[src/rtl/qr_pkg.sv]
// Shared types and helpers for the Givens-CORDIC QR datapath.
// Used by the matrix loader and the solver.
package qr_pkg;

   localparam int QR_INT_LEN  = 5;
   localparam int QR_FRAC_LEN = 19;
   localparam int QR_N        = 4;

   localparam logic [QR_INT_LEN+QR_FRAC_LEN-1:0] QR_ONE =
      (QR_INT_LEN+QR_FRAC_LEN)'(1) << QR_FRAC_LEN;

   typedef enum logic [1:0] {
      LOAD   = 2'd0,
      READY  = 2'd1,
      ISSUE  = 2'd2,
      RESYNC = 2'd3
   } qr_state_t;

   function automatic int elem_w(input int int_len, input int frac_len);
      return int_len + frac_len;
   endfunction

   function automatic int clogb2(input int n);
      int r;
      int v;
      r = 0;
      v = n - 1;
      while (v > 0) begin
         r = r + 1;
         v = v >> 1;
      end
      return (r < 1) ? 1 : r;
   endfunction

endpackage

[src/rtl/qr_row_buffer.sv]
// N-row register file: element-granular write, full-row read.
// Holds one assembled matrix A for the loader.
module qr_row_buffer
   import qr_pkg::*;
#(
   parameter int N  = QR_N,
   parameter int W  = elem_w(QR_INT_LEN, QR_FRAC_LEN),
   parameter int IW = clogb2(QR_N)
) (
   input  logic          clk,
   input  logic          nRst,
   input  logic          wr_en,
   input  logic [IW-1:0] wr_row,
   input  logic [IW-1:0] wr_col,
   input  logic [W-1:0]  wr_data,
   input  logic [IW-1:0] rd_row,
   output logic [N*W-1:0] rd_data
);

   logic [N-1:0][N*W-1:0] mem;

   always_ff @(posedge clk or negedge nRst) begin
      if (!nRst) begin
         mem <= '0;
      end else if (wr_en) begin
         mem[wr_row][wr_col*W +: W] <= wr_data;
      end
   end

   assign rd_data = mem[rd_row];

endmodule

[src/rtl/qr_matrix_loader.sv]
// Streams matrix A into a row buffer and issues A rows plus identity
// Q columns to the QR solver, tracking solver occupancy.
module qr_matrix_loader
   import qr_pkg::*;
#(
   parameter int intLenIn   = QR_INT_LEN,
   parameter int fracLenIn  = QR_FRAC_LEN,
   parameter int matrixSize = QR_N,
   localparam int W  = elem_w(intLenIn, fracLenIn),
   localparam int N  = matrixSize,
   localparam int IW = clogb2(matrixSize)
) (
   input  logic          clk,
   input  logic          nRst,
   input  logic          inValid,
   output logic          inReady,
   input  logic [W-1:0]  inData,
   input  logic          inLast,
   input  logic          qrDecompDone,
   output logic          inputValid,
   output logic [N*W-1:0] inputRowR,
   output logic [N*W-1:0] inputColumnQ,
   output logic          solverBusy,
   output logic          frameError
);

   localparam logic [W-1:0]  ONE  = W'(1) << fracLenIn;
   localparam logic [IW-1:0] LAST = IW'(N - 1);

   qr_state_t      state_q, state_d;
   logic [IW-1:0]  row_q, row_d;
   logic [IW-1:0]  col_q, col_d;
   logic [IW-1:0]  idx_q, idx_d;
   logic           started_q;
   logic           busy_q, busy_d;
   logic           valid_q, valid_d;
   logic [N*W-1:0] rowr_q, rowr_d;
   logic [N*W-1:0] colq_q, colq_d;
   logic           ferr_q, ferr_d;
   logic           set_busy;
   logic           xfer;
   logic           is_final;
   logic           wr_en;
   logic [IW-1:0]  rd_row;
   logic [N*W-1:0] rd_data;

   function automatic logic [N*W-1:0] ident_col(input logic [IW-1:0] k);
      logic [N*W-1:0] v;
      v = '0;
      for (int c = 0; c < N; c++) begin
         if (IW'(c) == k) v[c*W +: W] = ONE;
      end
      return v;
   endfunction

   qr_row_buffer #(.N(N), .W(W), .IW(IW)) u_buf (
      .clk     (clk),
      .nRst    (nRst),
      .wr_en   (wr_en),
      .wr_row  (row_q),
      .wr_col  (col_q),
      .wr_data (inData),
      .rd_row  (rd_row),
      .rd_data (rd_data)
   );

   assign inReady  = started_q &&
                     (state_q == LOAD || state_q == RESYNC);
   assign xfer     = inValid && inReady;
   assign is_final = (row_q == LAST) && (col_q == LAST);

   always_comb begin
      state_d  = state_q;
      row_d    = row_q;
      col_d    = col_q;
      idx_d    = idx_q;
      valid_d  = 1'b0;
      rowr_d   = '0;
      colq_d   = '0;
      ferr_d   = 1'b0;
      set_busy = 1'b0;
      wr_en    = 1'b0;
      rd_row   = '0;
      unique case (state_q)
         LOAD: begin
            if (xfer) begin
               wr_en = 1'b1;
               if (inLast && is_final) begin
                  state_d = READY;
                  row_d   = '0;
                  col_d   = '0;
               end else if (inLast || is_final) begin
                  ferr_d  = 1'b1;
                  row_d   = '0;
                  col_d   = '0;
                  if (is_final) state_d = RESYNC;
               end else if (col_q == LAST) begin
                  col_d = '0;
                  row_d = row_q + IW'(1);
               end else begin
                  col_d = col_q + IW'(1);
               end
            end
         end
         READY: begin
            // a done pulse this cycle frees the solver for the next edge
            if (!busy_q || qrDecompDone) begin
               state_d = ISSUE;
               idx_d   = '0;
               valid_d = 1'b1;
               rowr_d  = rd_data;
               colq_d  = ident_col('0);
            end
         end
         ISSUE: begin
            if (idx_q == LAST) begin
               state_d  = LOAD;
               set_busy = 1'b1;
            end else begin
               idx_d   = idx_q + IW'(1);
               rd_row  = idx_q + IW'(1);
               valid_d = 1'b1;
               rowr_d  = rd_data;
               colq_d  = ident_col(idx_q + IW'(1));
            end
         end
         RESYNC: begin
            if (xfer && inLast) state_d = LOAD;
         end
         default: state_d = LOAD;
      endcase
   end

   assign busy_d = set_busy | (busy_q & ~qrDecompDone);

   always_ff @(posedge clk or negedge nRst) begin
      if (!nRst) begin
         state_q   <= LOAD;
         row_q     <= '0;
         col_q     <= '0;
         idx_q     <= '0;
         started_q <= 1'b0;
         busy_q    <= 1'b0;
         valid_q   <= 1'b0;
         rowr_q    <= '0;
         colq_q    <= '0;
         ferr_q    <= 1'b0;
      end else begin
         state_q   <= state_d;
         row_q     <= row_d;
         col_q     <= col_d;
         idx_q     <= idx_d;
         started_q <= 1'b1;
         busy_q    <= busy_d;
         valid_q   <= valid_d;
         rowr_q    <= rowr_d;
         colq_q    <= colq_d;
         ferr_q    <= ferr_d;
      end
   end

   assign inputValid   = valid_q;
   assign inputRowR    = rowr_q;
   assign inputColumnQ = colq_q;
   assign solverBusy   = busy_q;
   assign frameError   = ferr_q;

endmodule

[config.mk]
export PLATFORM = sky130hd
export DESIGN_NAME = qr_matrix_loader
export DESIGN_NICKNAME = d
export VERILOG_FILES = /design/src/rtl/qr_pkg.sv /design/src/rtl/qr_row_buffer.sv /design/src/rtl/qr_matrix_loader.sv
export SDC_FILE = /design/constraint.sdc
export NUM_CORES = 1
export LEC_CHECK = 0
export BUFFER_PORTS_ARGS = -buffer_cell sky130_fd_sc_hd__buf_2
export CAP_MARGIN = 20
export CORE_AREA = 2 2 203 205
export DETAILED_ROUTE_END_ITERATION = 10
export DIE_AREA = 0 0 205 207
export PLACE_DENSITY = 0.71
export SLEW_MARGIN = 20
export SYNTH_ARGS = -nofsm -noshare
export SYNTH_HDL_FRONTEND = slang
export SYNTH_SLANG_ARGS = --single-unit
export TNS_END_PERCENT = 50
[constraint.sdc]
create_clock -name clk -period 2.5 [get_ports clk]
set_input_delay 0.625 -clock clk [delete_from_list [all_inputs] [get_ports clk]]
set_output_delay 0.625 -clock clk [all_outputs]
set_load 0.05 [all_outputs]
* Word level (Yosys, flattened, before mapping)
Cells that the tools add are included.
** Word-level totals
- Flip-flop bits (word level) :: 588
- Input port bits :: 29
- Logic and storage cells :: 106
- Output and inout port bits :: 196
** Cells by class
- $lt $le $gt $ge :: 3
- Equality and inequality tests :: 16
- $add $sub $neg :: 4
- Bitwise operators :: 3
- Multiplexer cells :: 45
- Multipliers :: 1
- Reductions and logical operators :: 18
- Shift operators :: 2
** Operator list (number)
- bitwise mux 384 bit :: 1
- two-way mux 96 bit :: 4
- binary-select mux 96 bit (select 2 bit) :: 1
- demux 96 bit (select 2 bit) :: 1
- one-hot mux 96 bit (2 select lines) :: 1
- one-hot mux 92 bit (2 select lines) :: 1
- two-way mux 20 bit :: 5
- variable shift 24 x 34 -> 96 bit (first input constant) :: 1
- indexed part select 24 x 34 -> 96 bit :: 1
- two-way mux 92 bit :: 1
- two-way mux 2 bit :: 17
- negation 7 -> 34 bit :: 1
- equality test 2 bit (second input constant) :: 5
- two-way mux 1 bit :: 10
- != test 2 bit (second input constant) :: 4
- one-hot mux 2 bit (4 select lines) :: 1
- adder 2 x 1 -> 2 bit (second input constant) :: 3
- logical AND 1 bit :: 6
- less-than comparator 2 x 3 -> 1 bit (second input constant) :: 2
- AND reduction 3 bit :: 2
- AND reduction 6 bit :: 1
- equality test 2 bit (first input constant) :: 2
- zero test 2 bit :: 2
- multiplier 2 x 2 -> 4 bit (second input constant) :: 1
- other kinds (16) :: 18

* Longest topological paths before layout
Gate-level depths: netlist of the first run.
- Depth after elaboration :: 7
- Depth in mapped cells :: 9
- Mapped depth without buffers :: 8

* By module
A second synthesis of the first run with hierarchy kept.
** Second synthesis, totals
- Cells, all modules :: 1917
- Area, all modules :: 21514.4 um2
** Modules (own cells, without submodules)
- qr_row_buffer :: seq. area each 9609.2 um2, cells each 1532, times used 1, area an instance 16809.9 um2
- qr_matrix_loader :: seq. area each 2802.7 um2, cells each 385, times used 1, area an instance 4704.5 um2

* Least setup slack after synthesis of the first run
Ideal clock, no wire load.
- Kind :: flip-flop to output port
- Start point :: reg state_q[0]
- End point :: out inReady
- Path buffers :: 0
- Cell stages (with the launch flop) :: 4
- Required time :: 1.875 ns
- Path slack :: 0.325 ns
- Arrival :: 1.550 ns
- Cells stage by stage :: dfrtp_1 inv_1 ha_1 nor2b_1
** Between the ends
- Longest elaborated chain between the ends :: 3
- Elaborated cells on any way between the ends :: 4
- Those cells by class :: eq/ne: 1; reduce/logical: 3
** RTL lines
- start: declaration :: RTL line qr_matrix_loader.sv:30 : qr_state_t state_q, state_d;
- start signal: assignment :: RTL line qr_matrix_loader.sv:149 : state_q <= state_d;
- equality test 2 bit / zero test 2 bit (equally long branches) :: RTL line qr_matrix_loader.sv:68 : (state_q == LOAD || state_q == RESYNC);
- logical OR 1 bit * :: RTL line qr_matrix_loader.sv:68
- logical AND 1 bit * :: RTL line qr_matrix_loader.sv:67 : assign inReady = started_q &&
- end: declaration :: RTL line qr_matrix_loader.sv:16 : output logic inReady,
Mark *: on every way between the ends. The rest lies on a longest branch, timed or not.

* Worst setup path after layout of the first run
Same ends and word-level chain as after synthesis.

==> flow_metrics.tcl, run 1 <==
set metrics [dict create \
    arrival_ns 1.77 \
    critical_path.startpoint_type "register" \
    drc 0 \
    synthXorXnorAreaFrac_pct 0 \
    reg2reg_slack_ns 0.14 \
    grt_first_pass_wirelength_mm 82.7 \
    rows 74 \
    status "completed" \
    io_pins 225 \
    fin_crit_ns 2.40 \
    rsz0062_at_grt "no" \
    wire_per_inst_um 20.7 \
    synth_top_area_share_pct 56.8 \
    cts_buffer_depth 3 \
    synth_top_cell_by_area "dfrtp_1" \
    cts_tree "yes" \
    grt_antenna_before_repair 3 \
    nFillCells 3134 \
    synthTopCellsByCount "496 x dfrtp_1, 296 x nand2_1, 246 x o21ai_0" \
    netlist_area_um2 21800 \
    ys_ff_latch 496 \
    synth_top_family_by_area "multiplexers" \
    die_h_um 207 \
    cts_root_buffer "clkbuf_16" \
    holdWs_ns 0.452 \
    synth_area_leaders "dfrtp_1 57%, mux4_2 9.9%, mux2_2 7.6%" \
    vias_per_cell 5.61 \
    netlist_instances 1791 \
    synth_fa_ha_area_share_pct 1.32 \
    num_vias 14166 \
    muxShareOfSynthArea_pct 17.9 \
    cts-htree-levels 2 \
    r2r_cells 8 \
    grt_remaining_overflow 0 \
    clock-skew-final_ns 0.0200 \
    peakVddDrop_mv 0.706 \
    die_width_um 205 \
    place_inst 2431 \
    fmaxAchievable_mhz 417 \
    min_path_type "in2reg" \
    final_antenna_net_count 0 \
    hold_viol_final 0 \
    die_area_um2 42400 \
    drv_slew 0 \
    track_usage_pct 25.2 \
    required_ns 1.88 \
    synth-main-ff-cell "dfrtp_1" \
    numCtsBuffers 49 \
    reg2reg_from "col_q[1]$_DFFE_PN0P_" \
    drive_gt1_share_pct 28.4 \
    synthSimpleGateAreaFrac_pct 11.4 \
    power_density_nw_per_um2 973 \
    max_stage_delay_ns 0.39 \
    leakagePower_nw 12.0 \
    clkLatencyLatePin_ns 0.59 \
    grt_pass1_vias 14545 \
    io_buffers 132 \
    crit_path_end_kind "output port" \
    crit_path_end "inReady" \
    yosysMostFrequentCell "dfrtp_1" \
    setup_viol 0 \
    start_util_pct 54.1 \
    worstPathMaxFanout 7 \
    critical_path_class "reg2out" \
    r2r_end "u_buf.mem[292]$_DFFE_PN0P_" \
    tightest_slew_ns 0.560 \
    clkSlewWorstSetupHoldPaths_ns 0.06 \
    nets 2005 \
    stdcell_count 2525 \
    avgSynthCellArea_um2 12.2 \
    first_pass_iters 7 \
    async_reset_ff_share_pct 100 \
    yosysWarnings 0 \
    crit_start "state_q[0]$_DFFE_PN0P_" \
    finalCritPeriodShare_pct 95.9 \
    synth_edf_count 0 \
    path_cells "inv_2, ha_4, buf_4, nor2b_4, buf_8" \
    slew_headroom_pct 62.7 \
    drt_iter0_drc 945 \
    max_cap_violations 0 \
    core_area_um2 40400 \
    clock_sinks 496 \
    hpwlAfterDp_mm 34.9 \
    grt_max_degree 75 \
    place.gp.congestion 0.860 \
    slowest_stage "dfrtp_1" \
    final.setup.tns_ns 0 \
    synthDistinctLibCells 44 \
    routed_wl_mm 52.2 \
    yosysSeqAreaShare_pct 56.8 \
    synth-compound-area-share_pct 6.76 \
    syn2layout_area_growth_pct 14.6 \
]
-- area by class of cell --
class,instances,area (µm²),area share (%)
Inverter,13,48.8,0.195
Antenna cell,1,2.50,0.0100
Sequential cell,496,12400,49.6
Multi-Input combinational cell,1166,8550,34.1
Timing Repair Buffer,227,1680,6.73
Tap cell,532,666,2.66
Clock buffer,81,1540,6.15
Clock inverter,9,129,0.515
-- flip-flops by register name (all words and copies together), names as in the netlist --
| name | count |
|---|---|
| col_q | 2 |
| frameError | 1 |
| idx_q | 2 |
| inputColumnQ | 4 |
| inputRowR | 96 |
| inputValid | 1 |
| row_q | 2 |
| solverBusy | 1 |
| started_q | 1 |
| state_q | 2 |
| u_buf.mem | 384 |
-- worst max-delay path: cells and delay by family (launching register included) --
kind                     cells  cell delay [ns]
flip-flops                   1             0.39
adder cells (fa/ha/maj)      1             0.21
buffers and inverters        3             0.43
AND/OR/NAND/NOR              1             0.16
-- kinds of logic (layout without fill, tap and decap cells) --
logic type,after synthesis,after routing
mux,252,252
compound gates,285,285
fa+ha+maj,23,23
buf+inv,220,330
other cells,2,94
flops,496,496
simple gates,513,513
-- worst min-delay path by stage --
stage | startpoint | endpoint | slack (ns) | cells after the start
6_report | inData[18] | u_buf.mem[42]$_DFFE_PN0P_ | 0.45 | 3
5_1_grt | inData[18] | u_buf.mem[42]$_DFFE_PN0P_ | 0.45 | 3
4_1_cts | inData[8] | u_buf.mem[8]$_DFFE_PN0P_ | 0.42 | 3
3_5_place_dp | u_buf.mem[181]$_DFFE_PN0P_ | u_buf.mem[181]$_DFFE_PN0P_ | 0.47 | 2
3_3_place_gp | u_buf.mem[185]$_DFFE_PN0P_ | u_buf.mem[185]$_DFFE_PN0P_ | 0.46 | 2
2_1_floorplan | nRst | col_q[0]$_DFFE_PN0P_ | 0.33 | 0
-- through the flow --
stage / instance area [µm²] / total power, W / setup WS (ns) / utilization (%)
floorplan: 22200 / 0.0144 / 0.325 / -
global placement: 23300 / 0.0167 / 0.193 / 57.7
detailed placement: 23300 / 0.0169 / 0.157 / 57.7
CTS: 25000 / 0.0245 / 0.0118 / 61.9
global route: 25000 / 0.0255 / 0.0221 / 62.0
finish: 25000 / 0.0243 / 0.102 / 62.0
-- metal layers --
layer	vias up	share of wire [%]	GRT usage, %
li1	6328	-	-
met1	7331	42	34.8
met2	421	50	41.2
met3	84	6.2	4.20
met4	2	2.5	7.96
met5	-	0.025	0
-- timing repair --
item / in CTS / in global routing
hold endpoints to repair: 12 / 0
setup buffers: 1 / 1
resized for setup: 5 / 4
endpoints found under the setup margin: 1 / 39
pin swaps: 0 / 0
gates cloned: 0 / 0
hold buffers: 1 / 0
-- cells in the final DEF, fill, tap and decap left out, types with 3 or more instances in the layout --
master / n
clkbuf_16: 51
buf_2: 130
o21ai_0: 246
and3_1: 6
or2_2: 5
nor2_1: 34
ha_1: 22
o21ai_1: 3
a22oi_1: 10
bufinv_16: 3
and2_1: 5
nand3_1: 4
mux2i_1: 8
nor2b_1: 87
and2b_1: 13
buf_12: 23
nand4_1: 11
nand2b_1: 6
or2_1: 5
dfrtp_1: 496
mux4_2: 96
conb_1: 93
mux2_2: 148
inv_1: 11
nand2_1: 296
clkbuf_8: 15
clkinv_2: 3
nand3b_1: 23
a21oi_1: 21
clkbuf_1: 15
buf_4: 71
-- power by group --
group	leakage [nW]	switching, W	internal [W]
clock network	0.813	0.00301	0.00450
registers	6.88	0.000404	0.00879
logic	4.35	0.00479	0.00284
total	12.0	0.00821	0.0161
Note: power is estimated with default switching activity, not from simulation.
==> run 2, diff against run 1 <==
--- a/config.mk
+++ b/config.mk
@@ -5,12 +5,12 @@
 export SDC_FILE = /design/constraint.sdc
 export NUM_CORES = 1
 export LEC_CHECK = 0
-export BUFFER_PORTS_ARGS = -buffer_cell sky130_fd_sc_hd__buf_2
 export CAP_MARGIN = 20
 export CORE_AREA = 2 2 203 205
 export DETAILED_ROUTE_END_ITERATION = 10
 export DIE_AREA = 0 0 205 207
-export PLACE_DENSITY = 0.71
+export DONT_BUFFER_PORTS = 1
+export PLACE_DENSITY = 0.67
 export SLEW_MARGIN = 20
 export SYNTH_ARGS = -nofsm -noshare
 export SYNTH_HDL_FRONTEND = slang
==> run 2 against run 1 <==
  * The flow now finishes with violations (negative hold slack)
  * Final cell count is 6.4% lower
  * Highest routed layer is now met4
  * First-iteration DRC count is 7.8% higher
  * Via count is 5.7% lower
  * Clock power is 11% higher
  * Clock-buffer cell count is 10 lower
  * Sequential power is 5.7% higher
  * Non-clock buffer count is 166 lower
  * Die area stayed put
  * Sequential share of layout area is 1.8 points higher
  * Core utilization is 2.2 points lower
==> flow_metrics.tcl, run 2 (same netlist as run 1, synthesis figures left out) <==
set metrics [dict create \
    final_cell_mix "496 x dfrtp_1, 295 x nand2_1, 246 x o21ai_0, 148 x mux2_2, 96 x mux4_2" \
    grt_pass1_vias 13853 \
    final_util_pct 59.8 \
    reg2reg_from "state_q[0]$_DFFE_PN0P_" \
    drv_slew 0 \
    clockPowerShare_pct 34.1 \
    numCtsBuffers 51 \
    tightest_slew_ns 1.40 \
    comb_power_share_pct 26.1 \
    required_ns 1.88 \
    grt_remaining_overflow 0 \
    peakVddDrop_mv 0.650 \
    first_pass_iters 5 \
    io_pins 225 \
    drive_gt1_share_pct 22.5 \
    power_density_nw_per_um2 1010 \
    clkLatencyLatePin_ns 0.59 \
    critical_path.startpoint_type "register" \
    place.gp.congestion 0.871 \
    die_area_um2 42400 \
    internal_power_w 0.0164 \
    worstPathMaxFanout 6 \
    regMostFlops "u_buf.mem" \
    status "finished with violations" \
    final_antenna_net_count 0 \
    cts_root_buffer "clkbuf_16" \
    critical_path_class "reg2out" \
    clock-skew-final_ns 0.0205 \
    finalCritPeriodShare_pct 95.8 \
    slew_headroom_pct 6.43 \
    rows 74 \
    nets 1841 \
    setup_viol 0 \
    io_buffers 0 \
    syn2layout_area_growth_pct 10.6 \
    power_frac_seq_pct 39.8 \
    violations "negative hold slack" \
    track_usage_pct 24.5 \
    grt_first_pass_wirelength_mm 79.8 \
    min_path_type "in2async" \
    final_common_cell "dfrtp_1" \
    stdcell_count 2363 \
    leakagePower_nw 11.2 \
    grt_max_degree 497 \
    cts-htree-levels 2 \
    drt_iter0_drc 1019 \
    clock_sinks 496 \
    largest_reg_flops 384 \
    fmaxAchievable_mhz 417 \
    wire_per_inst_um 21.5 \
    hpwlAfterDp_mm 32.4 \
    p_sw_w 0.00800 \
    cts_tree "yes" \
    hold_viol_final 254 \
    cts_buffer_depth 3 \
    drc 0 \
    crit_path_end_kind "output port" \
    arrival_ns 1.77 \
    routed_wl_mm 50.7 \
    grt_antenna_before_repair 0 \
    clkSlewWorstSetupHoldPaths_ns 0.06 \
    num_vias 13365 \
    swShare_pct 32.8 \
    holdWs_ns -0.259 \
    vias_per_cell 5.66 \
    fin_crit_ns 2.40 \
    die_width_um 205 \
    crit_start "state_q[0]$_DFFE_PN0P_" \
    die_h_um 207 \
    place_inst 2266 \
    max_cap_violations 0 \
    start_util_pct 54.1 \
    core_area_um2 40400 \
]
-- run 2: cell types whose count changed in the layout (fill, tap and decap cells not counted), moves of 2 or more --
cell        change
clkinvlp_4      +2
buf_12         -11
clkbuf_1        -5
clkinv_2        +3
buf_4          -23
buf_2         -130
bufinv_16       +7
clkbuf_8        -6
-- run 2: cell type report --
type                            instances  area [µm²]
Inverter                               13        48.8
Multi-Input combinational cell       1166        8550
Tap cell                              532         666
Sequential cell                       496       12400
Antenna cell                            1        2.50
Clock buffer                           71        1460
Clock inverter                         23         394
Fill cell                            3198       16200
Timing Repair Buffer                   61         616
-- run 2: critical path, stage by stage (launching register included) --
cell and delay, ns:
dfrtp_1 0.39, inv_2 0.11, ha_4 0.22, buf_4 0.17, nor2b_4 0.15, buf_8 0.16
-- run 2: timing repair --
action,CTS,global route
hold endpoints to repair,496,496
setup endpoints to repair,1,12
setup buffers,2,0
resized for setup,5,4
-- run 2: final timing paths --
| path | end | slack (ns) | depth (start not counted) |
|---|---|---|---|
| max | inReady | 0.10 | 5 |
| min reg2reg | u_buf.mem[331]$_DFFE_PN0P_ | 0.48 | 2 |
| max reg2reg | inputRowR[14]$_DFF_PN0_ | 0.15 | 7 |
| min | inputRowR[6]$_DFF_PN0_ | -0.26 | 0 |
| max in group asynchronous | u_buf.mem[65]$_DFFE_PN0P_ | 1.63 | 0 |
| min in group clk | u_buf.mem[369]$_DFFE_PN0P_ | 0.23 | 2 |
-- run 2: power groups by stage --
stage / Sequential, W / Combinational [W] / Clock, W
2_1_floorplan: 0.00974 / 0.00461 / 0
5_1_grt: 0.00981 / 0.00689 / 0.00886
3_3_place_gp: 0.00982 / 0.00614 / 0
3_5_place_dp: 0.00987 / 0.00626 / 0
6_report: 0.00972 / 0.00637 / 0.00832
4_1_cts: 0.00972 / 0.00636 / 0.00849
-- run 2: metal layers --
layer  part of all wire (%)  up-vias  global-route usage [%]
li1                       -     5983                       -
met1                     41     6863                    32.9
met2                     49      423                    39.4
met3                    7.1       96                    6.10
met4                    3.3        0                    8.39
met5                      0        -                       0
-- run 2: stage by stage --
stage / worst slack [ns] / cell area [µm²] / setup TNS, ns / power, W
after global placement: 0.195 / 22200 / 0 / 0.0160
final: 0.104 / 24200 / 0 / 0.0244
after floorplan: 0.325 / 22200 / 0 / 0.0144
after global routing: -0.0000286 / 24100 / -0.0000286 / 0.0256
after detailed placement: 0.145 / 22200 / 0 / 0.0161
after CTS: 0.00409 / 24100 / 0 / 0.0246
==> run 3, diff against run 2 <==
--- a/config.mk
+++ b/config.mk
@@ -11,6 +11,7 @@
 export DIE_AREA = 0 0 205 207
 export DONT_BUFFER_PORTS = 1
 export PLACE_DENSITY = 0.67
+export RECOVER_POWER = 100
 export SLEW_MARGIN = 20
 export SYNTH_ARGS = -nofsm -noshare
 export SYNTH_HDL_FRONTEND = slang
==> run 3 against run 2 <==
  * Total power shrank 0.61%
  * Wire length shrank 0.10%
  * Final cell count is essentially flat
  * Global-route usage is the same
  * Final area shrank 0.46%
  * Clock-buffer cell count is the same
  * Setup slack lost 0.0028 ns
  * Critical endpoint unchanged
  * Hold slack lost 0.0018 ns
  * The flow finishes with violations (negative hold slack, max-slew violations)
  * Non-clock buffer count is the same
  * Critical path type unchanged
==> flow_metrics.tcl, run 3 (same netlist as run 1, synthesis figures left out) <==
set metrics [dict create \
    status "finished with violations" \
    place.gp.congestion 0.871 \
    die_area_um2 42400 \
    violations "negative hold slack, max-slew violations" \
    core_area_um2 40400 \
    grt_max_degree 497 \
    hold_viol_final 282 \
    clockPowerShare_pct 34.3 \
    setup_viol 0 \
    drive_gt1_share_pct 21.7 \
    grt_pass1_vias 13853 \
    die_width_um 205 \
    critical_path_class "reg2out" \
    cts_root_buffer "clkbuf_16" \
    vias_per_cell 5.68 \
    drt_iter0_drc 1034 \
    crit_start "state_q[0]$_DFFE_PN0P_" \
    reg2reg_from "col_q[0]$_DFFE_PN0P_" \
    routed_wl_mm 50.7 \
    rsz0062_at_grt "no" \
    swShare_pct 32.8 \
    final_cell_mix "496 x dfrtp_1, 295 x nand2_1, 248 x o21ai_0, 148 x mux2_2, 96 x mux4_2" \
    final_antenna_net_count 0 \
    worstPathMaxFanout 6 \
    max_stage_delay_ns 0.39 \
    internal_power_w 0.0163 \
    final.setup.tns_ns 0 \
    clock-skew-final_ns 0.0197 \
    leakagePower_nw 11.2 \
    numCtsBuffers 51 \
    grt_first_pass_wirelength_mm 79.8 \
    crit_path_end_kind "output port" \
    syn2layout_area_growth_pct 10.1 \
    min_path_type "in2async" \
    first_pass_iters 6 \
    crit_buf_inv 3 \
    rows 74 \
    slew_headroom_pct -3.03 \
    power_frac_seq_pct 40.1 \
    place_ws_ns 0.145 \
    comb_power_share_pct 25.7 \
    cts_tree "yes" \
    cts-htree-levels 2 \
    slowest_stage "dfrtp_1" \
    path_delay_family "buffers and inverters" \
    clkLatencyLatePin_ns 0.59 \
    io_buffers 0 \
    largest_reg_flops 384 \
    holdWs_ns -0.261 \
    track_usage_pct 24.5 \
    nFillCells 3214 \
    clock_sinks 496 \
    regMostFlops "u_buf.mem" \
    fin_crit_ns 2.40 \
    grt_remaining_overflow 0 \
    arrival_ns 1.77 \
    num_vias 13425 \
    grt_antenna_before_repair 0 \
    p_total_w 0.0243 \
    nets 1841 \
    drv_slew 86 \
    critical_path.startpoint_type "register" \
    fin_ws_ns 0.101 \
    finalCritPeriodShare_pct 95.9 \
    final_common_cell "dfrtp_1" \
    power_density_nw_per_um2 1010 \
    max_cap_violations 0 \
    die_h_um 207 \
    clkSlewWorstSetupHoldPaths_ns 0.06 \
    hpwlAfterDp_mm 32.4 \
    io_pins 225 \
    required_ns 1.88 \
    diodes 0 \
    drc 0 \
    start_util_pct 54.1 \
    wire_per_inst_um 21.4 \
    path_cells "inv_2, ha_4, buf_4, nor2b_4, buf_8" \
    cts_buffer_depth 3 \
    tightest_slew_ns 1.55 \
    fmaxAchievable_mhz 417 \
    p_sw_w 0.00796 \
    peakVddDrop_mv 0.645 \
]
[run 3: changes by cell type in the layout (fill, tap and decap cells not counted), sizes merged]
cell,change
buf,-14
clkbuf,+14
diode,-1
[run 3: worst paths after layout]
check,end,slack (ns),cells after the start
worst max-delay path,inReady,0.10,5
min in group clk,u_buf.mem[8]$_DFFE_PN0P_,0.23,2
worst max register to register,u_buf.mem[361]$_DFFE_PN0P_,0.11,5
max in group asynchronous,u_buf.mem[43]$_DFFE_PN0P_,1.52,0
worst min-delay path,inputRowR[6]$_DFF_PN0_,-0.26,0
worst min register to register,u_buf.mem[243]$_DFFE_PN0P_,0.48,2
[run 3: cell type report]
type / instances / area (µm²) / share of cell area [%]
clock inverter: 23 / 394 / 1.64
clock buffer: 71 / 1460 / 6.08
tap: 532 / 666 / 2.77
timing repair buffer: 61 / 552 / 2.30
multi-input combinational: 1166 / 8510 / 35.4
sequential: 496 / 12400 / 51.6
inverter: 13 / 48.8 / 0.203
[run 3: metrics by stage]
step	utilization (%)	cells	instance area (µm²)
6_report	59.6	2362	24000
3_5_place_dp	55.1	2266	22200
2_1_floorplan	-	1882	22200
3_3_place_gp	55.1	2266	22200
4_1_cts	59.8	2362	24100
5_1_grt	59.6	2362	24000
[run 3: timing repair]
item | 4_1_cts | 5_1_grt
resized for setup | 5 | 4
cloned | 0 | 0
setup endpoints to repair | 1 | 12
endpoints found under the hold margin | 496 | 496
buffers inserted | 2 | 0
[run 3: power by group through the flow]
stage               Combinational, W  Clock, W  Sequential (W)
floorplan                    0.00461         0         0.00974
global placement             0.00614         0         0.00982
detailed placement           0.00626         0         0.00987
CTS                          0.00636   0.00849         0.00972
global route                 0.00675   0.00886         0.00981
finish                       0.00623   0.00831         0.00972
[run 3: layer usage]
| metal | wire length (µm) | vias up | global-route usage (%) | part of all wire [%] |
|---|---|---|---|---|
| met2 | 24600 | 423 | 39.4 | 49 |
| met3 | 3680 | 99 | 6.10 | 7.3 |
| met5 | 0 | - | 0 | 0 |
| met4 | 1660 | 0 | 8.39 | 3.3 |
| li1 | - | 5983 | - | - |
| met1 | 20700 | 6920 | 32.9 | 41 |
